File: config.mk
export PLATFORM = sky130hd
export DESIGN_NAME = rgb2hue_seq_ctrl_flat
export DESIGN_NICKNAME = d
export VERILOG_FILES = /design/src/rtl/rgb2hue_seq_ctrl_pkg.sv /design/src/rtl/rgb2hue_seq_ctrl_if.sv /design/src/rtl/rgb2hue_seq_ctrl_div.sv /design/src/rtl/rgb2hue_seq_ctrl.sv /design/src/flat_wrapper.sv
export SDC_FILE = /design/constraint.sdc
export NUM_CORES = 1
export LEC_CHECK = 0
export CAP_MARGIN = 30
export CORE_MARGIN = 2
export CORE_UTILIZATION = 62
export CTS_BUF_LIST = sky130_fd_sc_hd__clkbuf_8
export DETAILED_ROUTE_END_ITERATION = 8
export PLACE_DENSITY = 0.81
export SYNTH_ARGS = -nofsm -noshare
export SYNTH_HDL_FRONTEND = slang
export SYNTH_HIERARCHICAL = 1
export SYNTH_SLANG_ARGS = --single-unit
File: constraint.sdc
create_clock -name clk -period 5.6 [get_ports clk]
set_input_delay 0.56 -clock clk [delete_from_list [all_inputs] [get_ports clk]]
set_output_delay 0.56 -clock clk [all_outputs]
set_load 0.01 [all_outputs]
File: src/rtl/rgb2hue_seq_ctrl_pkg.sv
`default_nettype none
// ============================================================================
// Module      : rgb2hue_seq_ctrl_pkg
// Description : Shared types and constants for the sequential RGB-to-hue unit
// Revision    : 1.0 - initial release
// ============================================================================
package rgb2hue_seq_ctrl_pkg;

    // Controller states
    typedef enum logic [2:0] {
        ST_IDLE  = 3'd0,
        ST_PREP  = 3'd1,
        ST_DIV   = 3'd2,
        ST_SCALE = 3'd3,
        ST_OUT   = 3'd4
    } state_t;

    // Colour component holding the maximum (ties resolved r, then g, then b)
    typedef enum logic [1:0] {
        SEC_R = 2'd0,
        SEC_G = 2'd1,
        SEC_B = 2'd2
    } sector_t;

    localparam int unsigned c_DEG_60  = 60;
    localparam int unsigned c_DEG_360 = 360;
    localparam int unsigned c_OFF_R   = 0;
    localparam int unsigned c_OFF_G   = 2;
    localparam int unsigned c_OFF_B   = 4;

    // Magnitude of the difference of two 8-bit components
    function automatic logic [7:0] absdiff8(input logic [7:0] a, input logic [7:0] b);
        return (a >= b) ? (a - b) : (b - a);
    endfunction

endpackage
`default_nettype wire

File: src/rtl/rgb2hue_seq_ctrl_if.sv
`default_nettype none
// ============================================================================
// Module      : rgb2hue_seq_ctrl_if
// Description : Pixel-in / hue-out valid-ready bundle
// Revision    : 1.0 - initial release
// ============================================================================
interface rgb2hue_seq_ctrl_if #(
    parameter int WIDTH = 16
);
    logic             in_valid;
    logic             in_ready;
    logic [7:0]       r;
    logic [7:0]       g;
    logic [7:0]       b;
    logic             out_valid;
    logic             out_ready;
    logic [WIDTH-1:0] hue;

    // Producer/consumer side
    modport master (
        output in_valid, r, g, b, out_ready,
        input  in_ready, out_valid, hue
    );

    // Hue unit side
    modport slave (
        input  in_valid, r, g, b, out_ready,
        output in_ready, out_valid, hue
    );
endinterface
`default_nettype wire

File: src/rtl/rgb2hue_seq_ctrl_div.sv
`default_nettype none
// ============================================================================
// Module      : hue_serial_div
// Description : Restoring divider, one quotient bit per cycle, 8-bit divisor.
//               done_o is high during the cycle whose edge retires the last
//               bit; quot_o is complete from the following cycle on.
// Revision    : 1.0 - initial release
// ============================================================================
module hue_serial_div #(
    parameter int DIVW = 12
) (
    input  wire logic            clk,
    input  wire logic            rst_n,
    input  wire logic            start_i,
    input  wire logic [DIVW-1:0] dividend_i,
    input  wire logic [7:0]      divisor_i,
    output logic                 done_o,
    output logic [DIVW-1:0]      quot_o
);
    localparam int CW = $clog2(DIVW + 1);

    logic          run_q;
    logic [CW-1:0] cnt_q;
    logic [7:0]    rem_q;
    logic [7:0]    dsr_q;
    logic [DIVW-1:0] acc_q;   // dividend bits shift out, quotient bits shift in

    logic [8:0] shifted_w;
    logic       ge_w;
    logic [7:0] sub_w;

    // One restoring step: bring down next dividend bit, trial-subtract divisor
    always_comb begin
        shifted_w = {rem_q, acc_q[DIVW-1]};
        ge_w      = (shifted_w >= {1'b0, dsr_q});
        sub_w     = shifted_w[7:0] - dsr_q;
    end

    // Divider state: load on start, then iterate DIVW times
    always_ff @(posedge clk or negedge rst_n) begin
        if (!rst_n) begin
            run_q <= 1'b0;
            cnt_q <= '0;
            rem_q <= '0;
            dsr_q <= '0;
            acc_q <= '0;
        end else if (start_i) begin
            run_q <= 1'b1;
            cnt_q <= CW'(DIVW);
            rem_q <= '0;
            dsr_q <= divisor_i;
            acc_q <= dividend_i;
        end else if (run_q) begin
            rem_q <= ge_w ? sub_w : shifted_w[7:0];
            acc_q <= {acc_q[DIVW-2:0], ge_w};
            cnt_q <= cnt_q - CW'(1);
            if (cnt_q == CW'(1)) begin
                run_q <= 1'b0;
            end
        end
    end

    assign done_o = run_q && (cnt_q == CW'(1));
    assign quot_o = acc_q;

endmodule
`default_nettype wire

File: src/rtl/rgb2hue_seq_ctrl.sv
`default_nettype none
// ============================================================================
// Module      : rgb2hue_seq_ctrl
// Description : Sequential RGB-to-hue converter. A pixel is captured in IDLE,
//               PREP spends two cycles (min/max/sector, then dispatch), a
//               serial divider forms the fractional sector position and SCALE
//               multiplies by 60 degrees. Result held in OUT until taken.
// Revision    : 1.0 - initial release
// ============================================================================
module rgb2hue_seq_ctrl
    import rgb2hue_seq_ctrl_pkg::*;
#(
    parameter int WIDTH = 16,
    parameter int FIXED = 4
) (
    input  wire logic          clk,
    input  wire logic          rst_n,
    rgb2hue_seq_ctrl_if.slave  bus,
    output logic               busy_o
);
    localparam int DIVW = 8 + FIXED;

    state_t           state_q, state_d;
    logic             phase_q, phase_d;     // PREP: 0 = analyse, 1 = dispatch
    logic [7:0]       r_q, r_d, g_q, g_d, b_q, b_d;
    logic [7:0]       diff_q, diff_d;
    logic [7:0]       num_q, num_d;
    sector_t          sec_q, sec_d;
    logic             neg_q, neg_d;
    logic [WIDTH-1:0] hue_q, hue_d;

    logic             start_w;
    logic             done_w;
    logic [DIVW-1:0]  quot_w;
    logic [DIVW-1:0]  dividend_w;

    sector_t          prep_sec_w;
    logic [7:0]       prep_num_w, cmax_w, cmin_w;
    logic             prep_neg_w;
    logic [31:0]      q32_w, base_w, scale_w;

    // Sector analysis of the captured pixel
    always_comb begin
        prep_sec_w = SEC_R;
        prep_num_w = '0;
        prep_neg_w = 1'b0;
        cmax_w     = r_q;
        if (r_q >= g_q && r_q >= b_q) begin
            prep_sec_w = SEC_R;
            prep_num_w = absdiff8(g_q, b_q);
            prep_neg_w = (g_q < b_q);
            cmax_w     = r_q;
        end else if (g_q >= b_q) begin
            prep_sec_w = SEC_G;
            prep_num_w = absdiff8(b_q, r_q);
            prep_neg_w = (b_q < r_q);
            cmax_w     = g_q;
        end else begin
            prep_sec_w = SEC_B;
            prep_num_w = absdiff8(r_q, g_q);
            prep_neg_w = (r_q < g_q);
            cmax_w     = b_q;
        end
        if (r_q <= g_q) begin
            cmin_w = (r_q <= b_q) ? r_q : b_q;
        end else begin
            cmin_w = (g_q <= b_q) ? g_q : b_q;
        end
    end

    // Hue from sector offset and quotient; r-max with g<b wraps from 360
    always_comb begin
        q32_w   = 32'(quot_w);
        base_w  = 32'(c_OFF_R) << FIXED;
        scale_w = '0;
        case (sec_q)
            SEC_R: begin
                base_w  = 32'(c_OFF_R) << FIXED;
                scale_w = neg_q ? ((c_DEG_360 << FIXED) - q32_w * c_DEG_60)
                                : ((base_w + q32_w) * c_DEG_60);
            end
            SEC_G: begin
                base_w  = 32'(c_OFF_G) << FIXED;
                scale_w = (neg_q ? (base_w - q32_w) : (base_w + q32_w)) * c_DEG_60;
            end
            default: begin
                base_w  = 32'(c_OFF_B) << FIXED;
                scale_w = (neg_q ? (base_w - q32_w) : (base_w + q32_w)) * c_DEG_60;
            end
        endcase
    end

    assign dividend_w = DIVW'(num_q) << FIXED;

    // Next-state and datapath update for the controller
    always_comb begin
        state_d = state_q;
        phase_d = phase_q;
        r_d     = r_q;
        g_d     = g_q;
        b_d     = b_q;
        diff_d  = diff_q;
        num_d   = num_q;
        sec_d   = sec_q;
        neg_d   = neg_q;
        hue_d   = hue_q;
        start_w = 1'b0;
        case (state_q)
            ST_IDLE: begin
                if (bus.in_valid) begin
                    r_d     = bus.r;
                    g_d     = bus.g;
                    b_d     = bus.b;
                    phase_d = 1'b0;
                    state_d = ST_PREP;
                end
            end
            ST_PREP: begin
                if (!phase_q) begin
                    diff_d  = cmax_w - cmin_w;
                    num_d   = prep_num_w;
                    sec_d   = prep_sec_w;
                    neg_d   = prep_neg_w;
                    phase_d = 1'b1;
                end else if (diff_q == 8'd0) begin
                    hue_d   = '0;
                    state_d = ST_OUT;
                end else begin
                    start_w = 1'b1;
                    state_d = ST_DIV;
                end
            end
            ST_DIV: begin
                if (done_w) begin
                    state_d = ST_SCALE;
                end
            end
            ST_SCALE: begin
                hue_d   = WIDTH'(scale_w);
                state_d = ST_OUT;
            end
            ST_OUT: begin
                if (bus.out_ready) begin
                    state_d = ST_IDLE;
                end
            end
            default: begin
                state_d = ST_IDLE;
            end
        endcase
    end

    // State and datapath registers
    always_ff @(posedge clk or negedge rst_n) begin
        if (!rst_n) begin
            state_q <= ST_IDLE;
            phase_q <= 1'b0;
            r_q     <= '0;
            g_q     <= '0;
            b_q     <= '0;
            diff_q  <= '0;
            num_q   <= '0;
            sec_q   <= SEC_R;
            neg_q   <= 1'b0;
            hue_q   <= '0;
        end else begin
            state_q <= state_d;
            phase_q <= phase_d;
            r_q     <= r_d;
            g_q     <= g_d;
            b_q     <= b_d;
            diff_q  <= diff_d;
            num_q   <= num_d;
            sec_q   <= sec_d;
            neg_q   <= neg_d;
            hue_q   <= hue_d;
        end
    end

    hue_serial_div #(
        .DIVW (DIVW)
    ) u_div (
        .clk        (clk),
        .rst_n      (rst_n),
        .start_i    (start_w),
        .dividend_i (dividend_w),
        .divisor_i  (diff_q),
        .done_o     (done_w),
        .quot_o     (quot_w)
    );

    assign bus.in_ready  = (state_q == ST_IDLE);
    assign bus.out_valid = (state_q == ST_OUT);
    assign bus.hue       = hue_q;
    assign busy_o        = (state_q != ST_IDLE);

endmodule
`default_nettype wire

File: src/flat_wrapper.sv
// flat-port wrapper written by rule: the top's interface ports become plain ports
module rgb2hue_seq_ctrl_flat import rgb2hue_seq_ctrl_pkg::*;
#(
    parameter int WIDTH = 16,
    parameter int FIXED = 4
)
  (clk, rst_n, busy_o, bus_in_valid, bus_r, bus_g, bus_b, bus_out_ready, bus_in_ready, bus_out_valid, bus_hue);
  rgb2hue_seq_ctrl_if #(.WIDTH(WIDTH)) bus_i ();
  input  wire logic clk;
  input  wire logic rst_n;
  output logic busy_o;
  input wire logic [$bits(bus_i.in_valid)-1:0] bus_in_valid;
  input wire logic [$bits(bus_i.r)-1:0] bus_r;
  input wire logic [$bits(bus_i.g)-1:0] bus_g;
  input wire logic [$bits(bus_i.b)-1:0] bus_b;
  input wire logic [$bits(bus_i.out_ready)-1:0] bus_out_ready;
  output wire logic [$bits(bus_i.in_ready)-1:0] bus_in_ready;
  output wire logic [$bits(bus_i.out_valid)-1:0] bus_out_valid;
  output wire logic [$bits(bus_i.hue)-1:0] bus_hue;
  assign bus_i.in_valid = bus_in_valid;
  assign bus_i.r = bus_r;
  assign bus_i.g = bus_g;
  assign bus_i.b = bus_b;
  assign bus_i.out_ready = bus_out_ready;
  assign bus_in_ready = bus_i.in_ready;
  assign bus_out_valid = bus_i.out_valid;
  assign bus_hue = bus_i.hue;
  rgb2hue_seq_ctrl #(.WIDTH(WIDTH), .FIXED(FIXED)) u_core (.clk(clk), .rst_n(rst_n), .bus(bus_i), .busy_o(busy_o));
endmodule
==> results.yml, run 1 <==
critical_path:
  cp-start-kind: "register"
  crit_arrival_ps: 5480
  worstSetupPathType: "register to register"
  cp.required_ps: 5860
  rr_worst_depth: 17
  path_max_fanout: 11
  worstSetupEndpointType: "register"
  rr_startpoint: "u_core/u_div/quot_o[6]"
  r2r-end: "u_core/bus.hue[14]"
  rrSetupSlack_ps: 380
placed_design:
  gp_congestion: 0.956
  pre_cts_slack_ps: 489
  dp_cells: 1531
  portBuffers: 44
  dp_hpwl_mm: 21.6
routing:
  wl_per_cell_um: 17.7
  vias: 9291
  postRouteAntennaNets: 0
  initialDrtViolationCount: 511
  first_pass_iters: 4
  viasPerCell: 6.00
  routed_wirelength_mm: 27.4
  remaining_drc_errors: 0
finish:
  fin_util: 0.685
  layout.cells.non_filler: 1548
  n_antenna_cell: 0
  multi_input_area_sq_mm: 0.00797
  drive_gt1_frac: 0.0605
  fillers: 1411
  area_delta_synth_final_pct: 7.55
  num-nets-final: 1530
  seq_area_sq_mm: 0.00235
global_routing:
  antenna_found_initial: 0
  grt_pass1_vias: 9039
  grt_max_degree: 79
  track_usage: 0.301
  gr-total-overflow: 0
  grt_pass1_wl_mm: 44.5
sta:
  setup_slack_ps: 382
  setup_viol: 0
  slew_headroom: 0.281
  period_needed_ps: 5220
  finClkSkew_ps: 14.9
  fin_crit_sh: 0.932
  fmax_mhz: 192
  max_slew.worst_pin.slew_ps: 1080
  grt_setup_unrepaired: "false"
  finalSetupTns_ps: 0
  slew_violations: 0
  hold_violations: 0
logic_synthesis:
  syn_area_sq_mm: 0.0111
  ys_ff_latch: 94
  synth-edff-count: 0
  syn_area_per_cell_sq_um: 8.60
  syn_inst: 1290
  yosys_warnings: 6
  async_reset_ff_frac: 1.00
  yosysUniqueCellTypes: 88
  ys_seq_area_frac: 0.212
  synth_flop_cell: "dfrtp_1"
cts:
  path_clk_slew_ps: 110
  clockBufferDepth: 2
  cts_tree: "yes"
  cts-resized-gates: 0
  cts_made_buffers: 9
  cts_hold_buffers: 0
  cts.sinks: 94
  cts_root_buf: "clkbuf_8"
  clock_latency_ps: 390
  post_cts_buffers: 0
  htreeDepth: 3
min_path:
  hold_class: "primary input to async pin"
job:
  max-cap-violations: 0
status:
  outcome: "finished clean"
die:
  dieWidth_um: 138
  start_util: 0.637
  dieHeight_um: 138
  io_pins: 47
  row_count: 48
  die_area_sq_mm: 0.0190
  coreArea_sq_mm: 0.0174
[per-stage QoR]
step | hold WS, ps | area, sq um
6_report | 10.8 | 11900
5_1_grt | 20.5 | 11900
2_1_floorplan | 264 | 11100
3_5_place_dp | 445 | 11700
4_1_cts | 7.49 | 11900
3_3_place_gp | 448 | 11700
[registers in the layout (all words and copies together), names as in the netlist]
name and cells:
u_core/sec_q 2, u_core/diff_q 8, u_core/u_div/dsr_q 8, u_core/neg_q 1
u_core/u_div/quot_o 12, u_core/num_q 8, u_core/u_div/run_q 1, u_core/r_q 8
u_core/state_q 3, u_core/b_q 8, u_core/g_q 8, u_core/phase_q 1
u_core/u_div/cnt_q 4, u_core/bus.hue 14, u_core/u_div/rem_q 8
[cells by family (layout without fill, tap and decap cells)]
family	Yosys count	in the layout	synth area share
muxes	48	48	0.0454
DFF	94	94	0.212
AOI/OAI and AO/OA	348	348	0.206
buffers and inverters	193	221	0.0720
adders and majority gates	184	184	0.252
other	1	6	0.000338
and+or+nand+nor	339	339	0.146
xor gates and xnor gates	83	83	0.0668
[worst max-delay path, cell delays in order, from the launching register on]
cell,delay (ps)
dfrtp_1,560
inv_1,290
ha_1,310
and2b_1,210
and2_1,150
nor2_1,60
xnor2_1,480
inv_1,130
fa_1,520
inv_1,50
fa_1,450
ha_1,380
and2_1,190
a22o_1,190
a311oi_1,280
xnor2_1,100
a2111oi_0,570
o31ai_1,150
[final cells by class]
cell class / instances / area share
sequential: 94 / 0.197
clock inverter: 7 / 0.00724
tap: 225 / 0.0236
timing repair buffer: 57 / 0.0466
clock buffer: 9 / 0.0104
multi-input combinational: 1008 / 0.668
inverter: 148 / 0.0466
[synthesized netlist by cell type, types with 9 or more instances]
library cell / number / share of area
xnor2_1: 55 / 0.043
mux2i_1: 36 / 0.032
nor3_1: 19 / 0.0086
a211oi_1: 14 / 0.0095
mux2_2: 10 / 0.010
dfrtp_1: 94 / 0.21
fa_1: 65 / 0.12
a21o_1: 18 / 0.012
xor2_1: 27 / 0.021
o21ai_0: 98 / 0.044
nor2b_1: 9 / 0.0051
nor2_1: 79 / 0.027
ha_1: 119 / 0.13
a31oi_1: 12 / 0.0068
o22ai_1: 14 / 0.0079
buf_2: 10 / 0.0045
o21a_1: 9 / 0.0061
nand2b_1: 13 / 0.0073
a22o_1: 9 / 0.0071
nand3b_1: 9 / 0.0061
a21oi_1: 86 / 0.039
nand4_1: 9 / 0.0051
inv_1: 147 / 0.050
clkbuf_1: 17 / 0.0058
nand2_1: 130 / 0.044
and2_1: 9 / 0.0051
nand3_1: 16 / 0.0072
[worst max path at each step]
| stage | start | to | depth (start not counted) |
|---|---|---|---|
| after floorplan | u_core/u_div/quot_o[6] | u_core/bus.hue[14] | 17 |
| after global placement | u_core/u_div/quot_o[6] | u_core/bus.hue[14] | 17 |
| after detailed placement | u_core/u_div/quot_o[6] | u_core/bus.hue[14] | 17 |
| after CTS | u_core/u_div/quot_o[6] | u_core/bus.hue[14] | 17 |
| after global routing | u_core/u_div/quot_o[6] | u_core/bus.hue[14] | 17 |
| final | u_core/u_div/quot_o[6] | u_core/bus.hue[14] | 17 |
[routing by layer]
metal | vias up | share of wire | routed length (um) | global-route usage
li1 | 4498 | - | - | -
met1 | 4416 | 0.41 | 11300 | 0.367
met2 | 304 | 0.49 | 13500 | 0.522
met3 | 73 | 0.050 | 1370 | 0.0460
met4 | 0 | 0.045 | 1230 | 0.141
met5 | - | 0 | 0 | 0
[cells in the final DEF (no fill, tap or decap), types with 7 or more instances in the layout]
cell type / count
a211oi_1: 14
a21o_1: 18
a21oi_1: 85
a22o_1: 9
a31oi_1: 12
and2_1: 9
and3_1: 8
buf_4: 13
clkbuf_8: 9
clkdlybuf4s50_1: 43
dfrtp_1: 94
fa_1: 65
ha_1: 119
inv_1: 147
mux2_2: 10
mux2i_1: 36
nand2_1: 130
nand2b_1: 13
nand3_1: 16
nand3b_1: 9
nand4_1: 9
nor2_1: 78
nor2b_1: 9
nor3_1: 19
o21a_1: 9
o21ai_0: 98
o21ai_1: 8
o22ai_1: 14
o31ai_1: 7
xnor2_1: 55
xor2_1: 27
Power of run 1 is left out: the tool's default activity adds up to more than one toggle a clock period on the data nets, which glitch-free logic cannot reach.
==> run 2, diff against run 1 <==
Settings changed: CORE_ASPECT_RATIO set to 1.1.
==> run 2 against run 1 <==
  * Global-route usage is 0.34 points lower
  * Setup slack better by 190 ps
  * Clock-buffer cell count increased by 1
  * Utilization shrank 0.45 points
  * Die area about the same
  * Sequential cell count stayed put
  * First-iteration DRC count grew 9.2%
  * Critical path depth grew 1
==> results.yml, run 2 (synthesized netlist as in run 1, its figures left out) <==
status:
  outcome: "finished clean"
sta:
  finClkSkew_ps: 13.9
  fmax_mhz: 199
  slew_violations: 0
  finalSetupTns_ps: 0
  hold_violations: 0
  slew_headroom: 0.298
  period_needed_ps: 5030
  setup_slack_ps: 571
  fin_crit_sh: 0.898
  grt_setup_unrepaired: "false"
  setup_viol: 0
  max_slew.worst_pin.slew_ps: 1050
cts:
  cts_hold_buffers: 0
  cts_root_buf: "clkbuf_8"
  cts-resized-gates: 0
  post_cts_buffers: 0
  cts_tree: "yes"
  clockBufferDepth: 2
  htreeDepth: 3
  cts_made_buffers: 9
  path_clk_slew_ps: 100
  clock_latency_ps: 400
  cts.sinks: 94
critical_path:
  slowest_delay_ps: 570
  cp-start-kind: "register"
  rrSetupSlack_ps: 570
  worstSetupEndpointType: "register"
  path_max_fanout: 11
  cp.required_ps: 5890
  cp-startpoint: "u_core/u_div/quot_o[6]"
  critPathSlowestCell: "dfrtp_1"
  worstPathCellList: "inv_1 > ha_1 > and4_1 > a211oi_2 > a21oi_1 > xnor2_1 > inv_1 > fa_1 > inv_1 > ha_1 > nand3_1 > nor3_1 > nor3_1 > nor3_1 > a31oi_1 > xnor2_1 > a221oi_2 > a21oi_2"
  crit_path_end: "u_core/bus.hue[15]"
  cp.depth: 18
  crit_arrival_ps: 5320
  cp_num_buf_inv: 3
  rr_startpoint: "u_core/u_div/quot_o[6]"
  worstSetupPathType: "register to register"
  cpLargestDelayFamily: "adder cells"
  r2r-end: "u_core/bus.hue[15]"
  rr_worst_depth: 18
die:
  start_util: 0.630
  dieWidth_um: 132
  coreArea_sq_mm: 0.0176
  row_count: 51
  die_area_sq_mm: 0.0190
  dieHeight_um: 144
  io_pins: 47
job:
  max-cap-violations: 0
routing:
  vias: 9304
  routed_wirelength_mm: 27.1
  postRouteAntennaNets: 0
  wl_per_cell_um: 17.4
  remaining_drc_errors: 0
  viasPerCell: 5.95
  initialDrtViolationCount: 558
  first_pass_iters: 4
global_routing:
  grt_max_degree: 69
  antenna_found_initial: 0
  gr-total-overflow: 0
  track_usage: 0.297
  grt_pass1_wl_mm: 45.1
  grt_pass1_vias: 9203
placed_design:
  gp_congestion: 0.971
  pre_cts_slack_ps: 622
  portBuffers: 44
  dp_hpwl_mm: 21.6
  placed_cell_area_sq_mm: 0.0117
finish:
  finalInstanceArea_sq_mm: 0.0120
  area_delta_synth_final_pct: 8.04
  num-nets-final: 1532
  n_antenna_cell: 0
  final_common_cell: "inv_1"
  layout_common_cells: "inv_1, nand2_1, ha_1, o21ai_0, dfrtp_1"
  drive_gt1_frac: 0.0619
  largest_reg_flops: 14
min_path:
  hold_class: "primary input to async pin"
[run 2: worst min-delay path by stage]
stage,start,to
floorplan,rst_n,u_core/b_q[0]
global placement,u_core/num_q[5],u_core/num_q[5]
detailed placement,u_core/bus.hue[13],u_core/bus.hue[13]
CTS,rst_n,u_core/bus.hue[12]
global route,rst_n,u_core/bus.hue[12]
finish,rst_n,u_core/bus.hue[3]
[run 2: per-layer routing]
layer  vias to the layer above  GRT usage  share of wire
met5                         -          0              0
met1                      4474      0.348           0.41
met4                         0      0.154          0.049
met3                        73     0.0358          0.039
li1                       4510          -              -
met2                       247      0.541           0.51
[run 2: layout make-up]
type / count / area, sq um
timing repair buffer: 59 / 551
clock buffer: 10 / 138
clock inverter: 6 / 116
inverter: 148 / 556
sequential: 94 / 2350
multi-input combinational: 1008 / 7970
fill: 1484 / 5630
tap: 238 / 298
[run 2: through the flow]
step            util  hold WS [ps]  instances
2_1_floorplan      -           264       1295
3_3_place_gp   0.666           462       1547
3_5_place_dp   0.666           474       1547
4_1_cts        0.680          92.2       1563
5_1_grt        0.680           114       1563
6_report       0.680          98.2       1563
Power of run 2 is left out for the same reason.
==> run 3, diff against run 2 <==
Clock period 5.6 ns to 4.7 ns, I/O delays scaled along.
==> run 3 against run 2 <==
  * Global-route usage is 1.2 points higher
  * Routed wire length is 4.6% higher
  * Design area is 2.3% higher
  * Critical path depth is 1 lower
  * Non-clock buffer count is 30 higher
  * Register-to-register slack worse by 470 ps
  * Utilization is 1.6 points higher
  * Die area stayed put
  * First-iteration DRC count is 2.2% higher
  * Sequential cell count stayed put
  * Setup slack worse by 470 ps
  * Cell count is 1.9% higher
  * Critical endpoint is now u_core/bus.hue[14]
  * Largest cell class unchanged
==> results.yml, run 3 (synthesized netlist as in run 1, its figures left out) <==
finish:
  num-nets-final: 1562
  drive_gt1_frac: 0.0952
  n_antenna_cell: 0
  fin_util: 0.696
  largest_reg_flops: 14
  seq_area_sq_mm: 0.00236
  area_delta_synth_final_pct: 10.5
  multi_input_area_sq_mm: 0.00804
  finalInstanceArea_sq_mm: 0.0123
  fillers: 1475
  layout_common_cells: "inv_1, nand2_1, ha_1, o21ai_0, dfrtp_1"
  final_common_cell: "inv_1"
die:
  io_pins: 47
  start_util: 0.630
  dieHeight_um: 144
  dieWidth_um: 132
  coreArea_sq_mm: 0.0176
  row_count: 51
  die_area_sq_mm: 0.0190
sta:
  slew_violations: 0
  setup_viol: 0
  slew_headroom: 0.317
  period_needed_ps: 4600
  setup_slack_ps: 101
  finClkSkew_ps: 14.1
  hold_violations: 0
  fin_crit_sh: 0.979
  max_slew.worst_pin.slew_ps: 1020
  fmax_mhz: 217
routing:
  postRouteAntennaNets: 0
  vias: 9535
  initialDrtViolationCount: 570
  remaining_drc_errors: 0
  viasPerCell: 5.99
  wl_per_cell_um: 17.8
  first_pass_iters: 5
  routed_wirelength_mm: 28.4
critical_path:
  cp_num_buf_inv: 2
  cpLargestDelayFamily: "compound AO/OA/AOI/OAI gates"
  critPathSlowestCell: "a2111oi_1"
  worstPathCellList: "inv_2 > ha_1 > nor2b_2 > nand2b_1 > xnor2_1 > buf_4 > fa_1 > fa_1 > ha_1 > nor2b_1 > o21a_1 > o21a_1 > o21ai_1 > a211o_1 > a2111oi_1 > a2111oi_2 > o31ai_1"
  cp.required_ps: 5010
  worstSetupEndpointType: "register"
  crit_arrival_ps: 4910
  path_max_fanout: 5
  rrSetupSlack_ps: 100
  cp-start-kind: "register"
  rr_worst_depth: 17
  slowest_delay_ps: 640
  r2r-end: "u_core/bus.hue[14]"
  rr_startpoint: "u_core/u_div/quot_o[1]"
  worstSetupPathType: "register to register"
global_routing:
  grt_pass1_wl_mm: 46.6
  grt_pass1_vias: 9565
  antenna_found_initial: 0
  grt_max_degree: 72
  gr-total-overflow: 0
  track_usage: 0.309
cts:
  cts_tree: "yes"
  cts.sinks: 94
  cts_made_buffers: 9
  cts_root_buf: "clkbuf_8"
  clockBufferDepth: 2
  clock_latency_ps: 390
  htreeDepth: 3
  path_clk_slew_ps: 110
status:
  outcome: "finished clean"
job:
  max-cap-violations: 0
placed_design:
  pre_cts_slack_ps: 62.6
  dp_hpwl_mm: 22.4
  placed_cell_area_sq_mm: 0.0119
  gp_congestion: 0.970
  portBuffers: 44
min_path:
  hold_class: "primary input to async pin"
## run 3: cell types whose count changed in the layout (fill, tap and decap cells not counted), sizes merged
cell,change
buf,+29
bufinv,-2
dlygate4sd3,+1
clkinv,-1
inv,+3
## run 3: worst reg2reg max path: stages (launching register included)
cell and delay (ps):
dfrtp_2 430, inv_2 80, ha_1 230, nor2b_2 180, nand2b_1 150, xnor2_1 120, buf_4 160, fa_1 560
fa_1 420, ha_1 380, nor2b_1 230, o21a_1 170, o21a_1 140, o21ai_1 110, a211o_1 310, a2111oi_1 640
a2111oi_2 120, o31ai_1 110
## run 3: worst max path at each step
stage / end / cells past startpoint / from
3_3_place_gp: u_core/bus.hue[15] / 19 / u_core/u_div/quot_o[1]
4_1_cts: u_core/bus.hue[14] / 17 / u_core/u_div/quot_o[3]
3_5_place_dp: u_core/bus.hue[14] / 17 / u_core/u_div/quot_o[3]
2_1_floorplan: u_core/bus.hue[14] / 17 / u_core/u_div/quot_o[6]
5_1_grt: u_core/bus.hue[14] / 16 / u_core/u_div/quot_o[1]
6_report: u_core/bus.hue[14] / 17 / u_core/u_div/quot_o[1]
## run 3: layout make-up
cell class	instances	area share
Clock buffer	10	0.0112
Clock inverter	6	0.00561
Inverter	148	0.0455
Multi-Input combinational cell	1008	0.656
Sequential cell	94	0.192
Tap cell	238	0.0243
Timing Repair Buffer	89	0.0654
## run 3: metrics by stage
step,instances,hold WS [ps],TNS [ps]
2_1_floorplan,1295,174,0
3_3_place_gp,1572,461,0
3_5_place_dp,1572,472,0
4_1_cts,1588,227,0
5_1_grt,1593,410,-180
6_report,1593,400,0
## run 3: repair_timing
item,4_1_cts,5_1_grt
endpoints found under the setup margin,0,5
hold buffers,0,1
resized for setup,0,25
setup buffers,0,3
hold endpoints to repair,0,1
## run 3: routing by layer
layer	vias up	track usage	wire, um
li1	4568	-	-
met1	4584	0.345	11300
met2	293	0.564	14300
met3	90	0.0312	1080
met4	0	0.208	1710
met5	-	0	0
Power of run 3 is left out for the same reason.
